[src/rtl/alu_74382_slice_seq.sv]
// alu_74382_slice_seq: runs one WORD_W-wide operation as NUM_SLICES
// least-significant-first passes through an external 74382-style ALU slice.
// The carry is chained between slices through a register.
// Optional: define ALU_74382_SLICE_SEQ_ZERO_EN to add the rsp_zero flag output.

package alu_74382_pkg;
  localparam int SELECT_W = 3;
  localparam logic [SELECT_W-1:0] OP_CLEAR   = 3'd0;
  localparam logic [SELECT_W-1:0] OP_B_SUB_A = 3'd1;
  localparam logic [SELECT_W-1:0] OP_A_SUB_B = 3'd2;
  localparam logic [SELECT_W-1:0] OP_ADD     = 3'd3;
  localparam logic [SELECT_W-1:0] OP_XOR     = 3'd4;
  localparam logic [SELECT_W-1:0] OP_OR      = 3'd5;
  localparam logic [SELECT_W-1:0] OP_AND     = 3'd6;
  localparam logic [SELECT_W-1:0] OP_PRESET  = 3'd7;
endpackage

module alu_74382_slice_seq
  import alu_74382_pkg::*;
#(
  parameter int SLICE_W    = 4,
  parameter int NUM_SLICES = 4
) (
  input  logic                             clk,
  input  logic                             rst,
  input  logic                             req_valid,
  output logic                             req_ready,
  input  logic [SELECT_W-1:0]              req_sel,
  input  logic                             req_cin,
  input  logic [SLICE_W*NUM_SLICES-1:0]    req_a,
  input  logic [SLICE_W*NUM_SLICES-1:0]    req_b,
  output logic                             rsp_valid,
  input  logic                             rsp_ready,
  output logic [SLICE_W*NUM_SLICES-1:0]    rsp_result,
  output logic                             rsp_cout,
  output logic                             rsp_ovf,
`ifdef ALU_74382_SLICE_SEQ_ZERO_EN
  output logic                             rsp_zero,
`endif
  output logic [SELECT_W-1:0]              alu_sel,
  output logic                             alu_carry_in,
  output logic [SLICE_W-1:0]               alu_port_a,
  output logic [SLICE_W-1:0]               alu_port_b,
  input  logic [SLICE_W-1:0]               alu_result,
  input  logic                             alu_carry_out,
  input  logic                             alu_overflow,
  output logic                             busy
);

  localparam int WORD_W = SLICE_W * NUM_SLICES;
  localparam int IDX_W  = (NUM_SLICES > 1) ? $clog2(NUM_SLICES) : 1;

  typedef enum logic [1:0] {
    S_IDLE = 2'd0,
    S_RUN  = 2'd1,
    S_DONE = 2'd2
  } state_t;

  state_t              r_state;
  state_t              w_state_next;
  logic [IDX_W-1:0]    r_idx;
  logic                r_carry;
  logic [SELECT_W-1:0] r_sel;
  logic [WORD_W-1:0]   r_a;
  logic [WORD_W-1:0]   r_b;
  logic [WORD_W-1:0]   r_res;
  logic                r_cout;
  logic                r_ovf;
`ifdef ALU_74382_SLICE_SEQ_ZERO_EN
  logic                r_zero;
`endif

  logic [SLICE_W-1:0]  w_a_slice [NUM_SLICES];
  logic [SLICE_W-1:0]  w_b_slice [NUM_SLICES];
  logic [WORD_W-1:0]   w_res_merged;
  logic                w_accept;
  logic                w_run;
  logic                w_last;

  // Per-slice operand views and the result word with the current ALU output
  // merged into the active slice (used both for res update and zero flag).
  generate
    for (genvar gi = 0; gi < NUM_SLICES; gi++) begin : g_slice
      assign w_a_slice[gi] = r_a[gi*SLICE_W +: SLICE_W];
      assign w_b_slice[gi] = r_b[gi*SLICE_W +: SLICE_W];
      assign w_res_merged[gi*SLICE_W +: SLICE_W] =
        (r_idx == IDX_W'(gi)) ? alu_result : r_res[gi*SLICE_W +: SLICE_W];
    end
  endgenerate

  assign w_last = (r_idx == IDX_W'(NUM_SLICES - 1));

  // ALU inputs come straight from registers so they stay stable outside RUN.
  assign alu_sel      = r_sel;
  assign alu_carry_in = r_carry;
  assign alu_port_a   = w_a_slice[r_idx];
  assign alu_port_b   = w_b_slice[r_idx];

  assign rsp_result = r_res;
  assign rsp_cout   = r_cout;
  assign rsp_ovf    = r_ovf;
`ifdef ALU_74382_SLICE_SEQ_ZERO_EN
  assign rsp_zero   = r_zero;
`endif

  // State register.
  always_ff @(posedge clk or posedge rst) begin
    if (rst) begin
      r_state <= S_IDLE;
    end else begin
      r_state <= w_state_next;
    end
  end

  // Next-state and handshake outputs.
  always_comb begin
    w_state_next = r_state;
    req_ready    = 1'b0;
    rsp_valid    = 1'b0;
    busy         = 1'b0;
    w_accept     = 1'b0;
    w_run        = 1'b0;
    case (r_state)
      S_IDLE: begin
        req_ready = 1'b1;
        if (req_valid) begin
          w_accept     = 1'b1;
          w_state_next = S_RUN;
        end
      end
      S_RUN: begin
        busy  = 1'b1;
        w_run = 1'b1;
        if (w_last) begin
          w_state_next = S_DONE;
        end
      end
      S_DONE: begin
        busy      = 1'b1;
        rsp_valid = 1'b1;
        if (rsp_ready) begin
          w_state_next = S_IDLE;
        end
      end
      default: begin
        w_state_next = S_IDLE;
      end
    endcase
  end

  // Datapath: capture request, then one slice per cycle with carry chaining.
  always_ff @(posedge clk or posedge rst) begin
    if (rst) begin
      r_idx   <= '0;
      r_carry <= 1'b0;
      r_sel   <= '0;
      r_a     <= '0;
      r_b     <= '0;
      r_res   <= '0;
      r_cout  <= 1'b0;
      r_ovf   <= 1'b0;
`ifdef ALU_74382_SLICE_SEQ_ZERO_EN
      r_zero  <= 1'b0;
`endif
    end else if (w_accept) begin
      r_sel   <= req_sel;
      r_a     <= req_a;
      r_b     <= req_b;
      r_carry <= req_cin;
      r_idx   <= '0;
      r_res   <= '0;
    end else if (w_run) begin
      r_res   <= w_res_merged;
      r_carry <= alu_carry_out;
      if (w_last) begin
        r_cout <= alu_carry_out;
        r_ovf  <= alu_overflow;
`ifdef ALU_74382_SLICE_SEQ_ZERO_EN
        r_zero <= (w_res_merged == '0);
`endif
      end else begin
        r_idx <= r_idx + IDX_W'(1);
      end
    end
  end

endmodule

[config.mk]
export PLATFORM = sky130hd
export DESIGN_NAME = alu_74382_slice_seq
export DESIGN_NICKNAME = d
export VERILOG_FILES = /design/src/rtl/alu_74382_slice_seq.sv
export SDC_FILE = /design/constraint.sdc
export NUM_CORES = 1
export LEC_CHECK = 0
export BUFFER_PORTS_ARGS = -buffer_cell sky130_fd_sc_hd__buf_4
export CAP_MARGIN = 20
export CORE_MARGIN = 3
export CORE_UTILIZATION = 46
export DETAILED_ROUTE_END_ITERATION = 8
export GPL_ROUTABILITY_DRIVEN = 0
export PLACE_DENSITY_LB_ADDON = 0.12
export SYNTH_ARGS = -nofsm -noshare
export SYNTH_HDL_FRONTEND = slang
export SYNTH_SLANG_ARGS = --single-unit
[constraint.sdc]
create_clock -name clk -period 1.5 [get_ports clk]
set_input_delay 0.15 -clock clk [delete_from_list [all_inputs] [get_ports clk]]
set_output_delay 0.15 -clock clk [all_outputs]
set_load 0.03 [all_outputs]
==> flow_summary_export.csv, run 1 <==
group,metric,value,unit
logic_synthesis,synth_nets,322,
timing,worst_slew_pin_slew,0.313,ns
routing,drt-total-wl,6.37,mm
outcome,violations,"setup timing",
worst_setup_path,r2r_start,"r_state[0]",
layout,multi_input_area,0.00111,mm2
clocking,clock-sinks,58,
clocking,clk_pin_slew,0.06,ns
routing,vias,2189,
clocking,clk_latency,0.33,ns
routing,firstDrtPassIters,4,
timing,maxSlewHeadroom,79.2,%
worst_setup_path,rrSetupSlack,0.04,ns
floorplanning,die_h,81.4,um
timing,setup_violations,8,
worst_setup_path,r2r_cells,4,
clocking,cts_max_level,3,
floorplanning,start_util,49.3,%
logic_synthesis,synth.avg_cell_area,9.78,um2
timing,hold_viol,0,
grt,grt.overflow.total,0,
worst_setup_path,critPathArrivalTime,1.57,ns
timing,grt_setup_unrepaired,"true",
job,maxCapViolCount,0,
floorplanning,die_area,0.00662,mm2
logic_synthesis,yosys-top-cells-count,"nand2_1 (127), dfrtp_1 (58), a21oi_1 (16), nand3_1 (16), ha_1 (9)",
timing,period_needed,1.72,ns
routing,drc,0,
outcome,status,"finished, violations left",
grt,grt_antenna_before_repair,0,
timing,fmax,580,MHz
floorplanning,rows,26,
power_and_ir_drop,irDropWorstVdd,1.27,mV
logic_synthesis,synth.area.top_cells,"dfrtp_1 (56%), nand2_1 (18%), mux4_2 (6.9%)",
clocking,clockBufferDepth,2,
floorplanning,core,0.00530,mm2
power_and_ir_drop,cellLeakagePower,1.96,nW
grt,grt.total_usage,20.5,%
logic_synthesis,synth-seq-cells,58,
routing,wire_per_inst,14.3,um
floorplanning,die_w,81.4,um
clocking,clockRootBuffer,"clkbuf_8",
layout,areaGrowthSynthToFinish,46.2,%
worst_setup_path,critical_path_required,1.35,ns
worst_setup_path,startpoint,"r_idx[0]",
layout,diodes,0,
grt,grt_max_degree,59,
timing,holdWs,0.00922,ns
worst_setup_path,crit_type,"register to primary output",
hold_path,worstHoldPathType,"primary input to register",
floorplanning,num_io_pins,79,
timing,skew,0.00727,ns
place,place_worst_setup_slack,0.0114,ns
logic_synthesis,yosysSeqAreaShare,55.6,%
worst_setup_path,cp-endpoint,"alu_port_b[3]",
clocking,cts_tree,"built",
worst_setup_path,critPathLaunchType,"register",
grt,grt_pass1_wl,10.1,mm
layout,drive_gt1_share,37.3,%
logic_synthesis,yosysMostFrequentCell,"nand2_1",
routing,dr.first_iter.drc_count,60,
place,dp_hpwl,3.95,mm
logic_synthesis,synth_edf_count,0,
layout,fillers,416,
logic_synthesis,synth_top_cell_area_share,55.6,%
routing,drtAntennaViolNets,0,
logic_synthesis,synthCells,267,
logic_synthesis,synth_top_cell_by_area,"dfrtp_1",
logic_synthesis,async_reset_ff_share,100,%
timing,fin_ws,-0.223,ns
routing,vias_per_cell,4.92,
layout,nets,426,
grt,grt_pass1_vias,2149,
logic_synthesis,yosys_warnings,0,
logic_synthesis,synth_area,0.00261,mm2
clocking,cts_inserted_buffers,9,
worst_setup_path,end_kind,"primary output",
worst_setup_path,cp_max_fo,6,
layout,seq_area,0.00145,mm2
place,place.port_buffers,78,
timing,period_share,115,%
power_and_ir_drop,p_per_area,2300,mW/mm2
logic_synthesis,ys_types,18,
timing,final_max_slew_viol_count,0,
logic_synthesis,ys.flop_type,"dfrtp_1",
worst_setup_path,rr_endpoint,"r_state[0]",
## layout by cell type, fill, tap and decap left out, types with 2 or more instances in the layout
master | netlist | final
inv_2 | 0 | 2
buf_6 | 0 | 10
buf_4 | 5 | 84
mux4_2 | 8 | 8
mux2_4 | 0 | 2
clkbuf_1 | 4 | 2
a21oi_1 | 16 | 16
ha_1 | 9 | 4
ha_4 | 0 | 3
mux2i_1 | 2 | 2
dfrtp_1 | 58 | 57
nand2_1 | 127 | 127
buf_12 | 0 | 6
clkinv_2 | 0 | 2
clkbuf_8 | 0 | 10
ha_2 | 0 | 2
clkbuf_16 | 0 | 2
nor2_1 | 2 | 2
inv_1 | 7 | 4
nand3_1 | 16 | 16
mux2_2 | 4 | 2
dlygate4sd3_1 | 0 | 3
## cells by family after synthesis
| kind of cell | after synthesis | synth area share, % |
|---|---|---|
| AND/OR/NAND/NOR | 147 | 22.4 |
| flip-flops | 58 | 55.6 |
| AO/OA/AOI/OAI | 18 | 4.26 |
| XOR/XNOR | 1 | 0.335 |
| buffers and inverters | 20 | 3.78 |
| multiplexers | 14 | 9.39 |
| adder cells (fa/ha/maj) | 9 | 4.31 |
## registers in the layout, summed over array words and instances, names as in the netlist
register / flops
r_b: 16
rsp_ovf: 1
alu_carry_in: 1
alu_sel: 3
rsp_cout: 1
r_state: 2
r_a: 16
r_idx: 2
rsp_result: 16
## worst max-delay path, cell delays in order, from the launching register on
cell and delay, ns:
dfrtp_2 0.42, buf_12 0.15, mux4_2 0.52, buf_6 0.16
## final cells by class
class,instances,share of cell area (%)
Clock buffer,12,3.80
Clock inverter,3,1.05
Inverter,7,0.786
Multi-Input combinational cell,189,29.2
Sequential cell,58,38.0
Tap cell,70,2.29
Timing Repair Buffer,106,24.8
## per-stage QoR
stage          power, mW  cell area, um2  cells  TNS, ns  util [%]
3_5_place_dp        6.80            3370    412        0      63.6
6_report            8.80            3820    445    -1.62      72.0
4_1_cts             8.49            3680    437    -1.68      69.3
3_3_place_gp        6.68            3370    412        0      63.6
5_1_grt             9.39            3820    445    -2.03      72.0
2_1_floorplan       5.36            2620    267        0         -
## worst min-delay path by stage
stage               from      endpoint  slack, ns  cells after the start
3_3_place_gp         rst  alu_carry_in       0.26                      3
2_1_floorplan        rst  alu_carry_in       0.24                      1
5_1_grt        req_a[14]       r_a[14]      0.003                      3
3_5_place_dp         rst       rsp_ovf       0.26                      3
6_report        req_b[8]        r_b[8]      0.009                      3
4_1_cts         req_b[7]        r_b[7]    0.00005                      3
## per-layer routing
metal	part of all wire (%)	global-route usage (%)	vias to the layer above	routed length, um
met1	41	24.7	1052	2600
li1	-	-	1069	-
met4	1.1	7.60	0	67
met5	0	0	-	0
met3	6.4	5.76	8	409
met2	52	34.9	60	3290
## power by group
group          total, mW  switching (mW)  internal [mW]
logic               4.76            2.53           2.23
registers           2.66           0.393           2.27
clock network       1.38           0.583          0.799
## repair_timing
item,CTS,global route
endpoints found under the setup margin,16,37
hold endpoints to repair,60,0
pin swaps,0,2
resized for setup,11,11
hold buffers,3,0
cloned,1,2
buffers inserted,6,6
Power figures use the tool's default switching activity.
==> run 2, diff against run 1 <==
--- a/config.mk
+++ b/config.mk
@@ -12,6 +12,8 @@
 export DETAILED_ROUTE_END_ITERATION = 8
 export GPL_ROUTABILITY_DRIVEN = 0
 export PLACE_DENSITY_LB_ADDON = 0.12
+export SETUP_SLACK_MARGIN = 0.2
+export SLEW_MARGIN = 15
 export SYNTH_ARGS = -nofsm -noshare
 export SYNTH_HDL_FRONTEND = slang
 export SYNTH_SLANG_ARGS = --single-unit
==> run 2 against run 1 <==
- the flow still finishes with violations (setup timing)
- die area unchanged
- critical path depth unchanged
- sequential cell count unchanged
- non-clock buffer count increased by 22
- first-iteration DRC count increased by 110%
- final cell count increased by 5.4%
- combinational power increased by 26%
==> flow_summary_export.csv, run 2 (synthesis gave the netlist of run 1 again) <==
group,metric,value,unit
timing,fin_tns_setup,-2.05,ns
outcome,status,"finished, violations left",
power_and_ir_drop,pwr-share-comb,59.7,%
power_and_ir_drop,p_per_area,2210,mW/mm2
floorplanning,core,0.00530,mm2
timing,fin_ws,-0.231,ns
routing,firstDrtPassIters,4,
power_and_ir_drop,irDropWorstVdd,1.70,mV
worst_setup_path,cp_slowest_cell,"mux4_2",
power_and_ir_drop,swShare,41.7,%
timing,period_needed,1.73,ns
place,dpl_cell_area,0.00339,mm2
floorplanning,num_io_pins,79,
grt,grt_pass1_wl,10.2,mm
outcome,violations,"setup timing",
clocking,clock-sinks,58,
worst_setup_path,crit_type,"register to primary output",
layout,final_common_cell,"buf_4",
floorplanning,die_area,0.00662,mm2
routing,vias,2430,
clocking,cts_inserted_buffers,9,
worst_setup_path,crit_buf_inv,2,
power_and_ir_drop,p_seq_share,27.0,%
worst_setup_path,end_kind,"primary output",
hold_path,worstHoldPathType,"primary input to register",
routing,drtAntennaViolNets,0,
floorplanning,start_util,49.3,%
timing,grt_setup_unrepaired,"true",
worst_setup_path,r2r_cells,7,
routing,drt-total-wl,7.94,mm
timing,period_share,115,%
timing,final_max_slew_viol_count,0,
layout,finalNonFillerCells,469,
layout,diodes,0,
timing,fmax,578,MHz
grt,grt_antenna_before_repair,0,
routing,dr.first_iter.drc_count,124,
timing,skew,0.00632,ns
timing,setup_violations,16,
power_and_ir_drop,p_int,5.86,mW
place,dp_hpwl,4.07,mm
clocking,cts_tree,"built",
routing,vias_per_cell,5.18,
clocking,clockRootBuffer,"clkbuf_8",
layout,layout_common_cells,"buf_4 (75), nand2_1 (62), dfrtp_1 (58), nand2_2 (46), buf_6 (26)",
routing,wire_per_inst,16.9,um
worst_setup_path,critPathArrivalTime,1.58,ns
worst_setup_path,critical_path_required,1.35,ns
routing,drc,0,
worst_setup_path,critPathMaxStageDelay,0.53,ns
grt,grt_max_degree,59,
grt,grt_pass1_vias,2223,
hold_path,holdPathStages,3,
grt,grt.total_usage,20.6,%
timing,maxSlewHeadroom,79.1,%
clocking,clockBufferDepth,2,
worst_setup_path,cp_max_fo,5,
power_and_ir_drop,cellLeakagePower,2.28,nW
timing,hold_viol,0,
layout,nets,449,
job,maxCapViolCount,0,
layout,utilization,85.8,%
floorplanning,rows,26,
worst_setup_path,crit_top_cell,"buf_6",
worst_setup_path,critPathLaunchType,"register",
clocking,clk_pin_slew,0.07,ns
grt,grt.overflow.total,0,
timing,worst_slew_pin_slew,0.314,ns
floorplanning,die_w,81.4,um
worst_setup_path,path_depth,3,
layout,drive_gt1_share,60.7,%
power_and_ir_drop,p_clk_share,13.3,%
clocking,clk_latency,0.33,ns
place,place.port_buffers,78,
place,dp.cells,416,
worst_setup_path,crit_chain,"buf_6 > mux4_2 > buf_6",
power_and_ir_drop,power.total,10.0,mW
worst_setup_path,path_delay_family,"multiplexers",
layout,stdcell_area,0.00455,mm2
layout,areaGrowthSynthToFinish,74.2,%
floorplanning,die_h,81.4,um
clocking,cts_max_level,3,
power_and_ir_drop,p_sw,4.19,mW
==> run 2: cell types whose count changed in the layout (fill, tap and decap cells not counted), sizes merged <==
cell and delta:
and2 +1, clkbuf +4, clkinvlp +2, bufinv -1
buf +6, dlygate4sd3 +12
==> run 2: worst paths after layout <==
check	from	end	slack [ns]
worst min register to register	r_b[8]	r_b[8]	0.47
worst max-delay path	r_idx[0]	alu_port_b[0]	-0.23
worst max register to register	r_idx[0]	r_state[0]	-0.09
min in group asynchronous	rst	r_state[1]	0.45
max in group asynchronous	rst	r_b[1]	0.78
worst min-delay path	req_a[12]	r_a[12]	0.02
==> run 2: worst register-to-register path: cells and delay by family (launching register included) <==
kind / cells / cell delay, ns
flip-flops: 1 / 0.41
multiplexers: 1 / 0.33
buffers and inverters: 3 / 0.31
AO/OA/AOI/OAI: 1 / 0.23
adder cells (fa/ha/maj): 1 / 0.15
AND/OR/NAND/NOR: 1 / 0.05
==> run 2: final cells by class <==
class	instances	area [um2]
Tap cell	70	87.6
Clock buffer	12	165
Sequential cell	58	1450
Timing Repair Buffer	128	1270
Inverter	7	35.0
Clock inverter	4	25.0
Fill cell	271	752
Multi-Input combinational cell	190	1520
==> run 2: power groups by stage <==
stage	clock network, mW	registers, mW	logic, mW
after floorplan	0	3.05	2.42
after global placement	0	2.63	4.08
after detailed placement	0	2.65	4.15
after CTS	1.36	2.64	4.89
after global routing	1.43	2.78	6.38
final	1.33	2.71	6.00
==> run 2: metal layers <==
layer  share of wire [%]  wire, um  vias to the layer above  global-route usage (%)
li1                    -         -                     1123                       -
met1                  41      3280                     1218                    26.2
met2                  53      4170                       78                    32.9
met3                 4.6       366                       11                    5.99
met4                 1.5       121                        0                    8.45
met5                   0         0                        -                       0
==> run 2: timing repair <==
item / CTS / global route
pin swaps: 19 / 69
hold buffers: 14 / 1
gates cloned: 0 / 8
buffers inserted: 9 / 5
hold endpoints to repair: 71 / 1
endpoints found under the setup margin: 69 / 69
resized for setup: 52 / 103
==> run 2: metrics by stage <==
stage / setup WS (ns) / hold WS (ns)
final: -0.231 / 0.0154
after detailed placement: 0.0572 / 0.258
after global placement: 0.0786 / 0.258
after CTS: -0.226 / 0.00161
after global routing: -0.281 / 0.00893
after floorplan: 0.0434 / 0.243
==> run 3, diff against run 2 <==
--- a/config.mk
+++ b/config.mk
@@ -8,10 +8,11 @@
 export BUFFER_PORTS_ARGS = -buffer_cell sky130_fd_sc_hd__buf_4
 export CAP_MARGIN = 20
 export CORE_MARGIN = 3
-export CORE_UTILIZATION = 46
+export CORE_UTILIZATION = 25
 export DETAILED_ROUTE_END_ITERATION = 8
 export GPL_ROUTABILITY_DRIVEN = 0
 export PLACE_DENSITY_LB_ADDON = 0.12
+export REMOVE_ABC_BUFFERS = 1
 export SETUP_SLACK_MARGIN = 0.2
 export SLEW_MARGIN = 15
 export SYNTH_ARGS = -nofsm -noshare
==> run 3 against run 2 <==
- non-clock buffer count increased by 7
- sequential cell count unchanged
- the run still ends with setup timing left
- sequential share of layout area decreased by 1.9 points
- critical path type unchanged
- core utilization decreased by 37 points
- clock-buffer cell count decreased by 1
- worst hold slack got worse by 0.0077 ns
- power increased by 3.8%
- clock power decreased by 7%
- first-iteration DRC count decreased by 59%
- final cell count increased by 14%
- cell area increased by 6.2%
- die area increased by 77%
==> flow_summary_export.csv, run 3 (synthesis gave the netlist of run 1 again) <==
group,metric,value,unit
floorplanning,die_area,0.0117,mm2
place,dp.cells,479,
timing,final_max_slew_viol_count,0,
timing,hold_viol,0,
grt,grt.total_usage,13.3,%
routing,dr.first_iter.drc_count,51,
routing,wire_per_inst,15.0,um
routing,drtAntennaViolNets,0,
grt,grt.overflow.total,0,
routing,drt-total-wl,8.07,mm
layout,multi_input_area,0.00162,mm2
job,maxCapViolCount,0,
routing,dr_wl_met3,433,um
clocking,clock-sinks,58,
clocking,clockRootBuffer,"clkbuf_8",
routing,drt-met1-wl,3.33,mm
floorplanning,die_h,108,um
clocking,clk_latency,0.33,ns
worst_setup_path,cp_max_fo,8,
timing,fmax,579,MHz
grt,grt_pass1_wl,11.9,mm
worst_setup_path,critPathArrivalTime,1.58,ns
timing,period_needed,1.73,ns
layout,layout_common_cells,"buf_4 (82), dfrtp_1 (58), nand2_1 (50), nand2_2 (48), nand2_4 (28)",
layout,finalNonFillerCells,536,
floorplanning,core,0.00995,mm2
power_and_ir_drop,cellLeakagePower,2.34,nW
layout,diodes,0,
floorplanning,start_util,26.2,%
layout,drive_gt1_share,62.3,%
place,dp_hpwl,4.52,mm
place,place.port_buffers,78,
timing,fin_tns_setup,-1.76,ns
hold_path,worstHoldPathType,"primary input to register",
clocking,cts_tree,"built",
clocking,cts_inserted_buffers,9,
layout,seq_area,0.00145,mm2
hold_path,hp-start,"req_a[4]",
place,place_worst_setup_slack,-0.0319,ns
clocking,clk_pin_slew,0.07,ns
hold_path,holdPathStages,3,
worst_setup_path,critPathLaunchType,"register",
grt,grt_max_degree,59,
layout,fillers,941,
routing,firstDrtPassIters,4,
worst_setup_path,crit_type,"register to primary output",
worst_setup_path,rrSetupSlack,-0.04,ns
floorplanning,rows,36,
outcome,violations,"setup timing",
worst_setup_path,r2r_start,"r_idx[0]",
timing,skew,0.0114,ns
layout,areaGrowthSynthToFinish,85.1,%
timing,fin_ws,-0.226,ns
worst_setup_path,r2r_cells,6,
clocking,cts_max_level,3,
clocking,clockBufferDepth,2,
routing,routed.top_layer,"met4",
timing,setup_violations,10,
routing,vias,2316,
outcome,status,"finished, violations left",
floorplanning,die_w,108,um
layout,nets,455,
timing,maxSlewHeadroom,78.2,%
timing,grt_setup_unrepaired,"true",
grt,grt_antenna_before_repair,0,
worst_setup_path,rr_endpoint,"r_state[1]",
grt,grt_pass1_vias,2298,
timing,period_share,115,%
routing,met2WireLength,4.22,mm
worst_setup_path,critical_path_required,1.35,ns
layout,final_common_cell,"buf_4",
power_and_ir_drop,irDropWorstVdd,1.04,mV
power_and_ir_drop,p_per_area,2160,mW/mm2
timing,worst_slew_pin_slew,0.327,ns
routing,vias_per_cell,4.32,
routing,drc,0,
worst_setup_path,end_kind,"primary output",
layout,utilization,48.6,%
floorplanning,num_io_pins,79,
hold_path,hold_path_end,"r_a[4]",
[run 3: cell types whose count changed in the layout (fill, tap and decap cells not counted), sizes merged]
cell,previous run,this run
inv,6,7
clkbuf,18,16
dlygate4sd3,15,18
buf,107,112
clkinvlp,3,1
and2,2,1
[run 3: through the flow]
stage          area [um2]  hold WS [ns]  power, mW
6_report             4830       0.00771       10.4
3_3_place_gp         3460         0.252       6.83
2_1_floorplan        2540         0.255       5.22
5_1_grt              4830     -0.000126       11.1
4_1_cts              4280       0.00218       9.44
3_5_place_dp         3460         0.250       6.87
[run 3: final cells by class]
class / count / share of cell area (%)
repair buffers: 135 / 29.2
well taps: 133 / 3.44
multi-input cells: 189 / 33.5
clock inverters: 3 / 0.362
flip-flops and latches: 58 / 30.0
clock buffers: 11 / 2.92
inverters: 7 / 0.595
[run 3: worst max path at each step]
| stage | endpoint | start | cells after the start | slack [ns] |
|---|---|---|---|---|
| after CTS | alu_port_b[0] | r_idx[0] | 3 | -0.24 |
| after global routing | alu_port_b[0] | r_idx[0] | 3 | -0.29 |
| final | alu_port_b[0] | r_idx[0] | 3 | -0.23 |
| after global placement | r_state[0] | r_state[1] | 5 | 0.03 |
| after detailed placement | r_state[0] | r_state[1] | 5 | -0.03 |
| after floorplan | alu_carry_in | r_state[0] | 4 | -0.83 |
[run 3: worst max-delay path, cell delays in order, from the launching register on]
cell     delay [ns]
dfrtp_1        0.40
buf_12         0.16
mux4_2         0.52
buf_6          0.16
[run 3: layer usage]
metal  GRT usage [%]  vias up
li1                -     1122
met1            16.3     1128
met2            22.5       58
met3            4.06        8
met4            3.79        0
met5               0        -
[run 3: timing repair]
item / 4_1_cts / 5_1_grt
cloned: 5 / 6
pin swaps: 70 / 38
gates resized for setup: 83 / 96
hold buffers: 18 / 0
setup buffers: 9 / 5
setup endpoints to repair: 69 / 69
hold endpoints to repair: 75 / 0
[run 3: where the power goes]
part / internal (mW) / total (mW) / switching [mW]
Clock: 0.620 / 1.24 / 0.615
Sequential: 2.27 / 2.81 / 0.546
Combinational: 3.21 / 6.39 / 3.18
Total: 6.09 / 10.4 / 4.34
